==> config.mk <==
export PLATFORM = sky130hd
export DESIGN_NAME = led_uart_monitor
export DESIGN_NICKNAME = d
export VERILOG_FILES = /design/src/rtl/led_monitor_pkg.sv /design/src/rtl/uart_tx_byte.sv /design/src/rtl/led_uart_monitor.sv
export SDC_FILE = /design/constraint.sdc
export NUM_CORES = 1
export LEC_CHECK = 0
export BUFFER_PORTS_ARGS = -buffer_cell sky130_fd_sc_hd__buf_2
export CORE_MARGIN = 1.5
export CORE_UTILIZATION = 50
export DETAILED_ROUTE_END_ITERATION = 8
export PLACE_DENSITY = 0.67
export SLEW_MARGIN = 40
export SYNTH_ARGS = -nofsm -noshare
export SYNTH_HDL_FRONTEND = slang
export SYNTH_SLANG_ARGS = --single-unit
==> constraint.sdc <==
create_clock -name clk -period 2.3 [get_ports clk]
set_input_delay 0.69 -clock clk [delete_from_list [all_inputs] [get_ports clk]]
set_output_delay 0.69 -clock clk [all_outputs]
set_load 0.1 [all_outputs]
==> src/rtl/led_monitor_pkg.sv <==
// Shared constants and state encodings for the LED-to-UART monitor.
// Latency: none (declarations only).
// Backpressure: n/a.
package led_monitor_pkg;

  // ASCII characters used in a report line
  localparam logic [7:0] CH_ZERO = 8'h30;
  localparam logic [7:0] CH_ONE  = 8'h31;
  localparam logic [7:0] CH_CR   = 8'h0D;
  localparam logic [7:0] CH_LF   = 8'h0A;

  // Character sequencer states
  typedef enum logic [1:0] {
    IDLE = 2'd0,
    CHAR = 2'd1,
    WAIT = 2'd2
  } seq_state_t;

  // Bit phase within one UART frame
  typedef enum logic [1:0] {
    START = 2'd0,
    DATA  = 2'd1,
    STOP  = 2'd2
  } uart_phase_t;

  // One LED level rendered as its ASCII digit
  function automatic logic [7:0] led_ascii(input logic b);
    return b ? CH_ONE : CH_ZERO;
  endfunction

endpackage

==> src/rtl/uart_tx_byte.sv <==
// 8N1 byte transmitter: start 0, 8 data bits LSB first, stop 1, each bit CLK_DIV cycles.
// Latency: tx drops for the start bit on the clock edge that accepts the byte.
// Backpressure: ready is high when idle and in the last stop-bit cycle, so frames can run back-to-back.
module uart_tx_byte #(
  parameter int CLK_DIV = 868
) (
  input  logic       clk,
  input  logic       rst,
  input  logic [7:0] data,
  input  logic       valid,
  output logic       ready,
  output logic       tx
);
  import led_monitor_pkg::*;

  localparam int BAUD_W = (CLK_DIV > 1) ? $clog2(CLK_DIV) : 1;
  localparam logic [BAUD_W-1:0] BAUD_LAST = BAUD_W'(CLK_DIV - 1);

  uart_phase_t       phase;
  logic              active;
  logic [BAUD_W-1:0] baud;
  logic [2:0]        bitcnt;
  logic [7:0]        shreg;
  logic              bit_end;

  assign bit_end = (baud == BAUD_LAST);
  // Taking a new byte in the final stop cycle lets its start bit follow with no idle gap.
  assign ready   = !active || ((phase == STOP) && bit_end);

  // Frame shifter: baud counter paces each bit, tx is driven straight from a flop.
  always_ff @(posedge clk or posedge rst) begin
    if (rst) begin
      tx     <= 1'b1;
      active <= 1'b0;
      phase  <= START;
      baud   <= '0;
      bitcnt <= '0;
      shreg  <= '0;
    end else if (valid && ready) begin
      active <= 1'b1;
      phase  <= START;
      baud   <= '0;
      bitcnt <= '0;
      shreg  <= data;
      tx     <= 1'b0;
    end else if (active) begin
      if (!bit_end) begin
        baud <= baud + 1'b1;
      end else begin
        baud <= '0;
        case (phase)
          START: begin
            phase <= DATA;
            tx    <= shreg[0];
          end
          DATA: begin
            if (bitcnt == 3'd7) begin
              phase <= STOP;
              tx    <= 1'b1;
            end else begin
              bitcnt <= bitcnt + 3'd1;
              shreg  <= {1'b0, shreg[7:1]};
              tx     <= shreg[1];
            end
          end
          STOP: begin
            active <= 1'b0;
            tx     <= 1'b1;
          end
          default: begin
            phase <= START;
            tx    <= 1'b1;
          end
        endcase
      end
    end
  end

endmodule

==> src/rtl/led_uart_monitor.sv <==
// LED observer: reports each new LED state as an ASCII line ("0101\n") on an 8N1 UART pin.
// Latency: led edge -> start bit on the 4th clk edge; a line lasts (NLEDS+1[+1]) x 10 x CLK_DIV cycles.
// Backpressure: none upstream; changes during a line collapse into one follow-up line. LED_MONITOR_CR_EN adds CR before LF.
module led_uart_monitor #(
  parameter int NLEDS   = 4,
  parameter int CLK_DIV = 868
) (
  input  logic             clk,
  input  logic             rst,
  input  logic [NLEDS-1:0] led,
  output logic             tx,
  output logic             busy
);
  import led_monitor_pkg::*;

`ifdef LED_MONITOR_CR_EN
  localparam int NCHARS = NLEDS + 2;
`else
  localparam int NCHARS = NLEDS + 1;
`endif
  localparam int IDX_W = $clog2(NLEDS + 2);
  localparam logic [IDX_W-1:0] IDX_END = IDX_W'(NCHARS);

  logic [NLEDS-1:0] led_m;
  logic [NLEDS-1:0] led_s;
  logic [1:0]       primed;
  logic [NLEDS-1:0] last_sent;
  logic [NLEDS-1:0] snap;
  logic             first;
  seq_state_t       state;
  logic [IDX_W-1:0] idx;
  logic             trigger;
  logic [7:0]       ch;
  logic             tx_valid;
  logic             tx_ready;

  // Two-flop synchroniser; primed tracks when led_s holds real pin data after reset.
  always_ff @(posedge clk or posedge rst) begin
    if (rst) begin
      led_m  <= '0;
      led_s  <= '0;
      primed <= '0;
    end else begin
      led_m  <= led;
      led_s  <= led_m;
      primed <= {primed[0], 1'b1};
    end
  end

  // The post-reset report waits for the synchroniser so it carries the live LED value.
  assign trigger  = primed[1] && (first || (led_s != last_sent));
  assign tx_valid = (state == CHAR);
  assign busy     = (state != IDLE);

  // Character for the current index: LED digits led0 first, then optional CR, then LF.
  always_comb begin
    ch = CH_LF;
    for (int i = 0; i < NLEDS; i++) begin
      if (idx == IDX_W'(i)) ch = led_ascii(snap[i]);
    end
`ifdef LED_MONITOR_CR_EN
    if (idx == IDX_W'(NLEDS)) ch = CH_CR;
`endif
  end

  // Sequencer: snapshot on change, then feed one character per frame.
  // WAIT steps back to CHAR at once when characters remain; CHAR then holds valid until the
  // transmitter takes the byte in its last stop cycle. After the final byte, WAIT holds until
  // that frame's stop bit ends.
  always_ff @(posedge clk or posedge rst) begin
    if (rst) begin
      state     <= IDLE;
      first     <= 1'b1;
      last_sent <= '0;
      snap      <= '0;
      idx       <= '0;
    end else begin
      case (state)
        IDLE: begin
          if (trigger) begin
            snap      <= led_s;
            last_sent <= led_s;
            first     <= 1'b0;
            idx       <= '0;
            state     <= CHAR;
          end
        end
        CHAR: begin
          if (tx_ready) begin
            idx   <= idx + 1'b1;
            state <= WAIT;
          end
        end
        WAIT: begin
          if (idx != IDX_END) state <= CHAR;
          else if (tx_ready)  state <= IDLE;
        end
        default: state <= IDLE;
      endcase
    end
  end

  uart_tx_byte #(
    .CLK_DIV(CLK_DIV)
  ) u_tx (
    .clk  (clk),
    .rst  (rst),
    .data (ch),
    .valid(tx_valid),
    .ready(tx_ready),
    .tx   (tx)
  );

endmodule

==> results of run 1 <==
[worst max-delay path: cells and delay by family (launching register included)]
kind            cells  cell delay (ps)
compound gates      1              150
fa+ha+maj           2              390
flops               1              400
simple gates        3             1150
[registers in the layout (all words and copies together), names as in the netlist]
signal       count
u_tx.tx          1
led_s            4
u_tx.baud       10
state            2
u_tx.shreg       6
u_tx.bitcnt      3
u_tx.active      1
first            1
u_tx.phase       2
idx              3
snap             4
primed           2
led_m            4
[stage by stage]
step | worst slack [ps] | power, mW | hold slack (ps) | util (%)
global route | 0.744 | 2.29 | 369 | 57.9
CTS | 74.9 | 2.17 | 354 | 57.9
finish | 115 | 2.15 | 351 | 57.9
global placement | 130 | 1.56 | 332 | 55.1
floorplan | 168 | 1.45 | 331 | -
detailed placement | 82.7 | 1.59 | 335 | 55.1
[routing by layer]
metal	up-vias	GRT usage (%)	wire length [µm]	share of wire, %
li1	704	-	-	-
met1	709	24.1	1700	45
met2	20	34.4	1910	51
met3	7	3.50	90	2.4
met4	0	9.18	81	2.1
met5	-	0	0	0
[final cells by class]
class                           instances  area, µm²
Fill cell                             334       1680
Sequential cell                        43       1080
Multi-Input combinational cell        130        953
Timing Repair Buffer                   13       80.1
Clock buffer                            5       68.8
Tap cell                               50       62.6
Clock inverter                          3       43.8
Inverter                                8       30.0
[path summary, 6_finish.rpt]
path / to / cells past startpoint
min in group asynchronous: u_tx.baud[6]$_DFFE_PP0P_ / 3
min reg2reg: led_s[0]$_DFF_PP0_ / 0
min: led_s[0]$_DFF_PP0_ / 0
max: u_tx.shreg[0]$_DFFE_PP0P_ / 6
max in group asynchronous: first$_DFFE_PP1P_ / 3
max reg2reg: u_tx.shreg[0]$_DFFE_PP0P_ / 6
[synthesized netlist by cell type (2+ instances only)]
cell	instances
ha_1	8
nand2_1	10
and3_1	2
inv_1	8
o22ai_1	3
nand3b_1	2
and2_1	2
dfrtp_1	41
nand3_1	5
nand2b_1	3
mux2_2	5
clkbuf_1	4
o211ai_1	2
nand4b_1	2
nor3_1	2
xor2_1	7
mux2i_1	6
dfstp_2	2
o21ai_0	12
a21oi_1	7
nor2_1	13
a221o_1	2
or3_1	4
nor2b_1	2
o2111ai_1	3
xnor2_1	3
[power by group]
| group | internal (mW) | switching, mW |
|---|---|---|
| Clock | 0.323 | 0.253 |
| Sequential | 0.910 | 0.147 |
| Combinational | 0.232 | 0.283 |
| Total | 1.46 | 0.682 |
[logic make-up after synthesis]
group | count (synthesis)
multiplexers | 11
other | 1
buffers and inverters | 14
XOR/XNOR | 10
AO/OA/AOI/OAI | 39
adder cells (fa/ha/maj) | 8
flip-flops | 43
AND/OR/NAND/NOR | 61
[what timing repair did]
| action | in CTS | in global routing |
|---|---|---|
| buffers inserted | 0 | 0 |
| gates resized for setup | 0 | 1 |
| endpoints found under the setup margin | 0 | 4 |
[cells in the final DEF, fill, tap and decap left out, types with 2 or more instances in the layout]
cell type | netlist | final
o211ai_1 | 2 | 2
nand2b_1 | 3 | 3
dfstp_2 | 2 | 2
inv_1 | 8 | 8
nand4b_1 | 2 | 2
clkbuf_8 | 0 | 5
ha_1 | 8 | 7
buf_2 | 1 | 7
dfrtp_1 | 41 | 41
nand3_1 | 5 | 5
nor2b_1 | 2 | 2
or3_1 | 4 | 4
mux2_2 | 5 | 5
xor2_1 | 7 | 7
and3_1 | 2 | 2
mux2i_1 | 6 | 6
o2111ai_1 | 3 | 3
nand3b_1 | 2 | 2
nand2_1 | 10 | 10
buf_4 | 0 | 6
xnor2_1 | 3 | 3
nor2_1 | 13 | 13
nor3_1 | 2 | 2
a221o_1 | 2 | 2
o22ai_1 | 3 | 3
o21ai_0 | 12 | 12
and2_1 | 2 | 2
a21oi_1 | 7 | 7
==> results.tsv, run 1 <==
stage	metric	value	unit
timing	max frequency	458	MHz
logic_synthesis	Post-Syn Nets	201	
finish	Ant. Diodes	0	
timing	Final period util	95.0	%
timing	unrepaired setup endpoints after global routing	false	
finish	fin area	0.00232	mm²
logic_synthesis	distinct cell type count after synthesis	53	
setup_path	CP Launch Type	flop	
setup_path	reg-to-reg startpoint	u_tx.bitcnt[0]$_DFFE_PP0P_	
die	Die Width	67.7	µm
placement	GPL Wtd Cong	0.829	
cts	Clock Tree Root	clkbuf_8	
worst_hold_path	Worst Hold Class	reg2reg	
timing	post-route minimum period	2180	ps
timing	final setup violation count	0	
setup_path	Worst EP arrival	2370	ps
logic_synthesis	number of synthesized register bits	43	
power	VDD IR max	0.000612	V
finish	ratio of cells with drive above 1 in the final layout	17.8	%
placement	placed cells	244	
cts	CTS tree	built	
route	DRC	0	
die	die area	0.00458	mm²
setup_path	Worst setup startpoint	u_tx.bitcnt[0]$_DFFE_PP0P_	
logic_synthesis	Synth Area in Compound Gates	13.3	%
route	routed len/inst	15.0	µm
finish	post-route insts no fill	252	
logic_synthesis	mux cell area share after synthesis	5.57	%
cts	CTS Hold Bufs	0	
global_route	gr usage total	19.9	%
logic_synthesis	sequential share of the synthesized area	51.6	%
timing	max-slew violations	0	
timing	Worst Max-Slew Pin Slew	535	ps
global_route	vias in the first global route	1461	
power	LEAKAGE	1.08	nW
global_route	largest net degree at the start of global routing	44	
logic_synthesis	Post-Syn Area	0.00209	mm²
logic_synthesis	Cells after Synth	187	
logic_synthesis	Synth area leader	dfrtp_1	
cts	Clk pin slew, worst setup/hold paths	80	ps
route	Iter 0 DRT Violations	79	
die	Starting Density	52.3	%
route	wirelength, routed	3.78	mm
cts	clk buf depth	2	
cts	CTS buffer count	5	
die	io pins	8	
logic_synthesis	Main synth FF type	dfrtp_1	
cts	Clk Latency, worst-skew pair	300	ps
route	antenna-violating nets left	0	
logic_synthesis	main combinational cell family by area after synthesis	simple AND/OR/NAND/NOR gates	
worst_hold_path	critical hold path startpoint	led_m[0]$_DFF_PP0_	
cts	htree depth	2	
logic_synthesis	syn_area_per_cell	11.2	µm²
cts	clk sinks	43	
global_route	first-pass GRT wire length	6.66	mm
setup_path	crit-path cells	ha_1 -> ha_2 -> or4b_1 -> or4_1 -> or3_1 -> o2111a_1	
timing	Max Clock Skew	6.47	ps
setup_path	Max stage delay on crit path	450	ps
run	max-cap violations	0	
status	status	complete, no violations	
die	core footprint	0.00400	mm²
timing	Sum Neg Setup Slack	0	ps
placement	PortBufs	7	
die	Die H	67.7	µm
logic_synthesis	adder-cell share of the synthesized area	4.79	%
logic_synthesis	Synth top area share	49.1	%
global_route	gr ovfl total	0	
setup_path	CP required	2490	ps
die	row count	23	
route	number of vias per cell	5.71	
finish	synthesis-to-layout area growth	10.8	%
logic_synthesis	Synth Area in XOR/XNOR	4.19	%
logic_synthesis	Synth area leaders	dfrtp_1, ha_1, xor2_1	
timing	hold violation count in the final report	0	
global_route	initial antenna violation count	0	
logic_synthesis	EDFF count, synth	0	
setup_path	critical setup path kind	reg2reg	
route	Initial DRT Pass Iterations	6	
logic_synthesis	simple-gate share of the synthesized area	17.4	%
power	PwrDens	926	mW/mm²
setup_path	CP max-delay cell	or4b_1	
setup_path	r2r setup slk	120	ps
finish	nets	215	
logic_synthesis	ys async rst share	100	%
setup_path	Worst Setup End Kind	flop	
route	Via Count	1440	
placement	Area after DPL	0.00220	mm²
placement	DPL Wire Length	2.63	mm
setup_path	crit-path max FO	4	
timing	Slew headroom	64.3	%
logic_synthesis	Syn. warnings	0	
Note: power is estimated with default switching activity, not from simulation.
==> run 2: changes to the inputs <==
BUFFER_PORTS_ARGS = not set   (was -buffer_cell sky130_fd_sc_hd__buf_2)
DONT_BUFFER_PORTS = 1   (was not set)
PLACE_DENSITY = not set   (was 0.67)
==> results.tsv, run 2 (synthesized netlist as in run 1, its figures left out) <==
stage	metric	value	unit
setup_path	CP required	2480	ps
finish	Post-Route Utilization	57.4	%
die	io pins	8	
route	Via Count	1445	
route	DRC	0	
power	Combinational Power Share	23.9	%
timing	final setup violation count	0	
finish	Biggest register	u_tx.baud	
finish	most frequent cells in the layout	dfrtp_1, nor2_1, o21ai_0	
timing	final worst setup slack	122	ps
finish	Filler cells	341	
placement	GPL Wtd Cong	0.789	
finish	fin area	0.00230	mm²
global_route	largest net degree at the start of global routing	33	
placement	DPL Wire Length	2.71	mm
finish	synthesis-to-layout area growth	9.81	%
die	Starting Density	52.3	%
route	wirelength, routed	3.81	mm
setup_path	CP Launch Type	flop	
placement	PortBufs	0	
finish	ratio of cells with drive above 1 in the final layout	14.3	%
global_route	initial antenna violation count	0	
power	PwrDens	934	mW/mm²
route	routed len/inst	15.5	µm
route	Iter 0 DRT Violations	61	
setup_path	reg-to-reg startpoint	u_tx.bitcnt[0]$_DFFE_PP0P_	
cts	Clk pin slew, worst setup/hold paths	80	ps
setup_path	critical setup path kind	reg2reg	
timing	Slew headroom	65.4	%
power	switch share	31.5	%
finish	most common cell after layout, fill and taps aside	dfrtp_1	
route	number of vias per cell	5.87	
die	core footprint	0.00400	mm²
setup_path	Worst Setup End Kind	flop	
cts	Clock Tree Root	clkbuf_8	
timing	max-slew violations	0	
timing	Sum Neg Setup Slack	0	ps
setup_path	crit-path max FO	4	
setup_path	r2r setup slk	120	ps
power	Clock power frac	26.4	%
cts	CTS buffer count	5	
power	VDD IR max	0.000478	V
timing	max frequency	459	MHz
power	LEAKAGE	1.05	nW
timing	Worst Max-Slew Pin Slew	518	ps
finish	register area	0.00108	mm²
die	Die Width	67.7	µm
cts	post-CTS sizing	0	
timing	Final period util	94.7	%
timing	Max Clock Skew	3.33	ps
die	Die H	67.7	µm
global_route	first-pass GRT wire length	6.77	mm
cts	clk sinks	43	
finish	biggest regs	u_tx.baud x10, u_tx.shreg x6	
setup_path	R2R depth	6	
finish	Multi-input gate area	953	µm²
global_route	gr ovfl total	0	
setup_path	reg-to-reg endpoint	u_tx.shreg[0]$_DFFE_PP0P_	
cts	CTS Hold Bufs	0	
power	Psw	0.675	mW
setup_path	Worst EP arrival	2360	ps
timing	hold violation count in the final report	0	
run	max-cap violations	0	
finish	nets	209	
worst_hold_path	Worst Hold Class	in2async	
placement	Area after DPL	0.00219	mm²
cts	Post-CTS Setup Inserts	0	
finish	Ant. Diodes	0	
power	total chip power	2.14	mW
status	status	complete, no violations	
die	die area	0.00458	mm²
timing	unrepaired setup endpoints after global routing	false	
route	antenna-violating nets left	0	
finish	number of flip-flops in the largest register	10	
timing	post-route minimum period	2180	ps
power	cell-internal power	1.47	mW
global_route	vias in the first global route	1483	
global_route	gr usage total	19.9	%
cts	CTS tree	built	
cts	clk buf depth	2	
placement	post-placement setup slack	97.0	ps
cts	htree depth	2	
die	row count	23	
power	share of total power in sequential cells	49.7	%
cts	Clk Latency, worst-skew pair	290	ps
route	Initial DRT Pass Iterations	4	
==> run 2: worst max-delay path by stage <==
stage / startpoint / end / slack, ps / cells after the start
after floorplan: u_tx.bitcnt[0]$_DFFE_PP0P_ / u_tx.shreg[0]$_DFFE_PP0P_ / 170 / 6
after CTS: u_tx.bitcnt[0]$_DFFE_PP0P_ / u_tx.shreg[0]$_DFFE_PP0P_ / 80 / 6
after global placement: u_tx.bitcnt[0]$_DFFE_PP0P_ / u_tx.shreg[0]$_DFFE_PP0P_ / 130 / 6
final: u_tx.bitcnt[0]$_DFFE_PP0P_ / u_tx.shreg[0]$_DFFE_PP0P_ / 120 / 6
after global routing: u_tx.bitcnt[0]$_DFFE_PP0P_ / u_tx.shreg[0]$_DFFE_PP0P_ / 20 / 6
after detailed placement: u_tx.bitcnt[0]$_DFFE_PP0P_ / u_tx.shreg[0]$_DFFE_PP0P_ / 100 / 6
==> run 2: final cells by class <==
class / count / area share (%)
clock buffers: 7 / 3.32
inverters: 8 / 1.31
multi-input cells: 130 / 41.5
repair buffers: 7 / 2.83
well taps: 50 / 2.72
clock inverters: 1 / 1.31
flip-flops and latches: 43 / 47.0
==> run 2: stage by stage <==
step | hold WS [ps] | std cells
2_1_floorplan | 331 | 187
3_3_place_gp | 334 | 238
3_5_place_dp | 337 | 238
4_1_cts | 326 | 246
5_1_grt | 338 | 246
6_report | 312 | 246
==> run 2: power by group through the flow <==
stage	Sequential (mW)	Clock (mW)	Combinational (mW)
after CTS	1.07	0.581	0.519
after global placement	1.07	0	0.490
after global routing	1.09	0.607	0.576
after floorplan	1.03	0	0.419
after detailed placement	1.08	0	0.511
final	1.07	0.567	0.512
==> run 2: routing by layer <==
layer | GRT usage, % | part of all wire (%) | vias to the layer above | routed length, µm
met5 | 0 | 0 | - | 0
met1 | 25.8 | 46 | 721 | 1740
li1 | - | - | 690 | -
met2 | 32.2 | 49 | 29 | 1880
met4 | 6.89 | 1.4 | 0 | 55
met3 | 5.17 | 3.5 | 5 | 133
==> run 2: critical path, stage by stage (launching register included) <==
cell      delay, ps
dfrtp_1         400
ha_1            210
ha_2            180
or4b_1          450
or4_1           390
or3_1           310
o2111a_1        140
